--- config.mk ---
export PLATFORM = sky130hd
export DESIGN_NAME = ifft_out_serializer
export DESIGN_NICKNAME = d
export VERILOG_FILES = /design/src/rtl/ifft_out_serializer.sv
export SDC_FILE = /design/constraint.sdc
export NUM_CORES = 1
export LEC_CHECK = 0
export CELL_PAD_IN_SITES_DETAIL_PLACEMENT = 0
export CELL_PAD_IN_SITES_GLOBAL_PLACEMENT = 2
export CORE_MARGIN = 5
export CORE_UTILIZATION = 26
export DETAILED_ROUTE_END_ITERATION = 8
export GPL_ROUTABILITY_DRIVEN = 0
export GPL_TIMING_DRIVEN = 0
export MAX_ROUTING_LAYER = met4
export PLACE_DENSITY = 0.72
export SLEW_MARGIN = 30
export SYNTH_ARGS = -nofsm -noshare
export SYNTH_HDL_FRONTEND = slang
export SYNTH_SLANG_ARGS = --single-unit
--- constraint.sdc ---
create_clock -name clk -period 1.5 [get_ports clk]
set_input_delay 0.3 -clock clk [delete_from_list [all_inputs] [get_ports clk]]
set_output_delay 0.3 -clock clk [all_outputs]
set_load 0.02 [all_outputs]
--- src/rtl/ifft_out_serializer.sv ---
// rtl/ifft_out_serializer.sv - walks the IFFT core's point select and streams captured results
// with valid/ready backpressure, an index and a last-of-frame marker.
module ifft_out_serializer #(
  parameter int DATA_W = 12,
  parameter int N_PTS  = 8,
  parameter int IDX_W  = 3,
  parameter int FCNT_W = 8
) (
  input  logic              clk,
  input  logic              rst_n,
  input  logic              start,
  output logic [IDX_W-1:0]  sel,
  input  logic [DATA_W-1:0] yr_in,
  input  logic [DATA_W-1:0] yi_in,
  output logic              m_valid,
  input  logic              m_ready,
  output logic [DATA_W-1:0] m_data_r,
  output logic [DATA_W-1:0] m_data_i,
  output logic [IDX_W-1:0]  m_index,
  output logic              m_last,
  output logic              busy,
  output logic              done,
  output logic [FCNT_W-1:0] frame_cnt
);

  typedef enum logic [2:0] {IDLE, WAIT, CAPT, OUT, FIN} state_t;

  localparam logic [IDX_W-1:0] LAST_IDX = IDX_W'(N_PTS - 1);

  state_t              state, state_n;
  logic [IDX_W-1:0]    k, k_n;
  logic [IDX_W-1:0]    sel_n;
  logic                valid_n, last_n, busy_n, done_n;
  logic [DATA_W-1:0]   data_r_n, data_i_n;
  logic [IDX_W-1:0]    index_n;
  logic [FCNT_W-1:0]   fcnt_n;

  // Every output is a plain register; the comb block only computes next values.
  always_ff @(posedge clk or negedge rst_n) begin
    if (!rst_n) begin
      state     <= IDLE;
      k         <= '0;
      sel       <= '0;
      m_valid   <= 1'b0;
      m_data_r  <= '0;
      m_data_i  <= '0;
      m_index   <= '0;
      m_last    <= 1'b0;
      busy      <= 1'b0;
      done      <= 1'b0;
      frame_cnt <= '0;
    end else begin
      state     <= state_n;
      k         <= k_n;
      sel       <= sel_n;
      m_valid   <= valid_n;
      m_data_r  <= data_r_n;
      m_data_i  <= data_i_n;
      m_index   <= index_n;
      m_last    <= last_n;
      busy      <= busy_n;
      done      <= done_n;
      frame_cnt <= fcnt_n;
    end
  end

  always_comb begin
    state_n  = state;
    k_n      = k;
    sel_n    = sel;
    valid_n  = m_valid;
    data_r_n = m_data_r;
    data_i_n = m_data_i;
    index_n  = m_index;
    last_n   = m_last;
    busy_n   = busy;
    done_n   = done;
    fcnt_n   = frame_cnt;
    case (state)
      IDLE: begin
        if (start) begin
          sel_n   = '0;
          k_n     = '0;
          busy_n  = 1'b1;
          state_n = WAIT;
        end
      end
      // The core registers y_k on this edge, so the value is only usable in CAPT.
      WAIT: state_n = CAPT;
      CAPT: begin
        data_r_n = yr_in;
        data_i_n = yi_in;
        index_n  = k;
        last_n   = (k == LAST_IDX);
        valid_n  = 1'b1;
        state_n  = OUT;
      end
      OUT: begin
        if (m_ready) begin
          valid_n = 1'b0;
          last_n  = 1'b0;
          if (k != LAST_IDX) begin
            k_n     = k + IDX_W'(1);
            sel_n   = k + IDX_W'(1);
            state_n = WAIT;
          end else begin
            done_n  = 1'b1;
            state_n = FIN;
          end
        end
      end
      FIN: begin
        done_n  = 1'b0;
        busy_n  = 1'b0;
        fcnt_n  = frame_cnt + FCNT_W'(1);
        state_n = IDLE;
      end
      default: state_n = IDLE;
    endcase
  end

endmodule

# == Word level (Yosys, flattened, before mapping) ==
# Index checks and enable logic that the tools add are counted.
# totals
regBits,45
input_bits,28
output_inout_bits,42
wordCells,48
# classes
n_addsub,2
n_eq_ne,10
mux,16
reduce_logical,10
# ops
operator,count
2-to-1 mux 3 bit,6
case mux 3 bit (4 select lines),1
"adder 8 x 1 -> 8 bit, second input constant",1
"!= test 2 bit, second input constant",4
case mux 1 bit (2 select lines),4
nonzero test 2 bit,4
"== test 3 x 2 -> 1 bit, second input constant",2
"== test 3 bit, second input constant",2
case mux 3 bit (2 select lines),1
AND reduction 2 bit,3
2-to-1 mux 1 bit,4
AND reduction 4 bit,1
"adder 3 x 1 -> 3 bit, second input constant",1
"== test 3 x 1 -> 1 bit, second input constant",1
logical NOT 3 bit,1
"!= test 3 bit, second input constant",1
AND reduction 3 bit,1

# == Longest topological paths before layout ==
# logic_depth
depth_word,4
ltp_mapped,6
mapped_depth_nobuf,5

# == Least setup slack after synthesis ==
# OpenSTA, ideal clock, no wires.
# synth_path
path_kind,register to register
start,reg k[0]
end,reg k[0]
setup_ps,125
t_arrival_ps,1512
t_required_ps,1375
path_slack_ps,-137
stages_incl_launch_ff,6
path_buffers,0
period_less_slack_ps,1637
cell_sequence,dfrtp_1 -> ha_1 -> ha_1 -> and4b_1 -> o21ai_0 -> mux2_2
# synth_between
elab_chain_cells,4
elab_cells_between_ends,7
classes_between,1 x add/sub; 2 x eq/ne; 3 x mux; 1 x reduce/logical
# synth_lines
element,line_no,text
start: declaration,31,"logic [IDX_W-1:0] k, k_n;"
start signal: assignment,54,k <= k_n;
adder 3 x 1 -> 3 bit,103,k_n = k + IDX_W'(1);
2-to-1 mux 3 bit,102,if (k != LAST_IDX) begin
2-to-1 mux 3 bit,99,if (m_ready) begin
case mux 3 bit (2 select lines),79,case (state)
# Parallel ways exist; a longest one is shown, timed or not. The select of a mux whose other input is x is not followed.
# A chain may end at the register's enable or synchronous reset.

# == Worst setup path in the final report ==
# Ends and elaborated chain as after synthesis.

==> impl_metrics.ini <==
[synthesis]
synthFlopType = dfrtp_1
yosysTopAreaCell = dfrtp_1
async_flop_share = 1.00
yosysSeqAreaShare = 0.592
synth_cells = 131
synth_top_area_share = 0.592
netlist-cell-type-count = 27
yosys_warnings = 0
synthesis.area_um2 = 1900
yosys-top-cells-area = dfrtp_1 (59%), mux2_2 (12%), mux2_4 (6.3%)
synth.most_common_cell = dfrtp_1
synthTopCellsByCount = dfrtp_1 (45), mux2_2 (20), mux2_4 (8)
avgSynthCellArea_um2 = 14.5
synth_edf_count = 0
ys_ff_latch = 45
synth.net_count = 162

[place]
dp_cells = 299
dp_hpwl_mm = 3.00
io_buffers = 69
placed_area_um2 = 2740

[sta]
slew_viol_final = 0
hold_slack_ns = -0.00458
tightest_slew_ns = 0.581
clock_skew_ns = 0.00979
rsz0062_at_grt = yes
hold_viol_final = 4
setup_viol = 0
fin_crit_sh = 0.989
maxSlewHeadroom = 0.613
max_freq_mhz = 674
period_needed_ns = 1.48

[flow_run]
max_cap_viol_count = 0

[setup_path]
cp.required_ns = 1.68
cp-end-kind = register
path_depth = 5
crit_chain = ha_4 > ha_4 > and4b_1 > o21ai_2 > mux2_4
arrival_ns = 1.66
path_common_cell = ha_4
reg2reg_depth = 5
critical_path_buf_inv_count = 0
critical_path_class = register to register
cpMaxStageDelayCell = dfrtp_2
cp-start-kind = register
cpPeakStageDelay_ns = 0.45
worstPathMaxFanout = 4
crit_family = flip-flops

[cts]
clk_pin_slew_ns = 0.09
cts_hold_buffers = 0
numCtsBuffers = 5
cts.htree.levels = 2
clock_latency_ns = 0.29
clock_path_buffers = 2
clockRootBuffer = clkbuf_8
clock_sinks = 45
tritoncts = built

[status]
violations = hold timing
status = finished, violations left

[pwr]
p_leak_nw = 1.39
ir_worst_vdd_v = 0.000812
power.density_nw_per_um2 = 1890

[hold_path]
hold_class = primary input to async pin

[detailed_routing]
drc = 0
drtAntennaViolNets = 0
vias = 1309
viasPerCell = 4.13
drt_pass1_iterations = 3
drt-initial-drc-count = 17
wire_per_inst_um = 13.3
finalWirelength_mm = 4.23

[global_routing]
grt_max_degree = 46
grt_usage = 0.101
antenna_found_initial = 0
gr-total-overflow = 0
grt_pass1_wl_mm = 6.91
grt_pass1_vias = 1409

[cells_and_area]
fin_area_um2 = 2940
drive_gt1_frac = 0.298
diodes = 0
nNetsFinal = 248
synthToLayoutAreaGrowth_pct = 54.5
instances_no_fill = 317

[die]
rows = 31
die_area_um2 = 9120
initial_core_util = 0.265
core_um2 = 7180
pin_count = 70
fp.dieH_um = 95.5
die_w_um = 95.5
logic make-up (layout without fill, tap and decap cells):
kind of cell / count (synthesis) / count (layout) / synth area share
adder cells (fa/ha/maj): 3 / 3 / 0.0198
AO/OA/AOI/OAI: 12 / 12 / 0.0421
buffers and inverters: 9 / 96 / 0.0382
flip-flops: 45 / 45 / 0.592
AND/OR/NAND/NOR: 27 / 27 / 0.0935
XOR/XNOR: 7 / 7 / 0.0323
multiplexers: 28 / 28 / 0.182
stage by stage:
stage / worst slack (ns) / TNS (ns) / power, mW / hold slack, ns / util
finish: 0.0160 / 0 / 5.54 / -0.00458 / 0.409
global route: -0.0216 / -0.0236 / 5.93 / 0.0430 / 0.409
CTS: -0.0101 / -0.0391 / 5.58 / 0.0229 / 0.402
detailed placement: -0.170 / -1.52 / 4.80 / 0.354 / 0.382
global placement: -1.51 / -61.64 / 4.78 / 0.465 / 0.382
floorplan: 0.0105 / 0 / 3.59 / 0.00441 / -
layout by cell type (no fill, tap or decap), types with 2 or more instances in the layout:
master,Yosys,routed
dfrtp_1,45,43
dlygate4sd2_1,0,41
clkdlybuf4s50_1,0,26
mux2_2,20,19
mux2_4,8,9
buf_4,0,9
nand2_1,7,7
clkbuf_8,0,7
nor2_1,5,5
buf_6,5,4
o21ai_0,5,4
xnor2_1,4,4
nand4_1,3,3
xor2_1,3,3
a22o_1,3,3
buf_12,0,2
a31oi_1,2,2
inv_1,3,2
nor3_4,2,2
nor3b_2,0,2
ha_4,0,2
dfrtp_2,0,2
metal layers:
metal	vias to the layer above	share of wire	track usage
met4	0	0.0095	0.0320
met3	5	0.093	0.0458
met1	629	0.45	0.128
met2	44	0.44	0.145
met5	-	0	-
li1	631	-	-
worst reg2reg max path: stages (launching register included):
cell	delay, ns
dfrtp_2	0.45
ha_4	0.17
ha_4	0.16
and4b_1	0.25
o21ai_2	0.08
mux2_4	0.26
final cells by class:
cell class              instances  area [µm²]
well taps                      99         124
fillers                       712        4240
repair buffers                 79         743
clock inverters                 1        5.00
multi-input cells              77         744
plain buffers                   6        81.3
flip-flops and latches         45        1130
clock buffers                   7        96.3
inverters                       3        13.8
repair_timing:
action                                  CTS  global route
cloned                                    1             0
gates resized for setup                  50             8
endpoints found under the setup margin   62            34
setup buffers                             5             4
pin swaps                                 1             6
flip-flops by register name, summed over array words and instances, names as in the netlist:
name / count
k: 3
m_data_i: 12
state: 3
m_index: 3
m_valid: 1
m_data_r: 12
frame_cnt: 8
m_last: 1
done: 1
busy: 1
report_power, final:
part	leakage (nW)	internal, mW	switching (mW)	total (mW)
Combinational	0.788	1.48	1.28	2.76
Clock	0.0542	0.417	0.404	0.821
Sequential	0.546	1.69	0.264	1.95
Total	1.39	3.59	1.95	5.54
path summary, 6_finish.rpt:
path	start	endpoint	slack (ns)
max	k[0]$_DFFE_PN0P_	k[0]$_DFFE_PN0P_	0.02
min in group clk	frame_cnt[7]$_DFFE_PN0P_	frame_cnt[7]$_DFFE_PN0P_	0.47
min	rst_n	busy$_DFFE_PN0P_	-0.005
max in group asynchronous	rst_n	k[0]$_DFFE_PN0P_	1.07
max reg2reg	k[0]$_DFFE_PN0P_	k[0]$_DFFE_PN0P_	0.02
min reg2reg	frame_cnt[7]$_DFFE_PN0P_	frame_cnt[7]$_DFFE_PN0P_	0.47
Power figures use the tool's default switching activity.
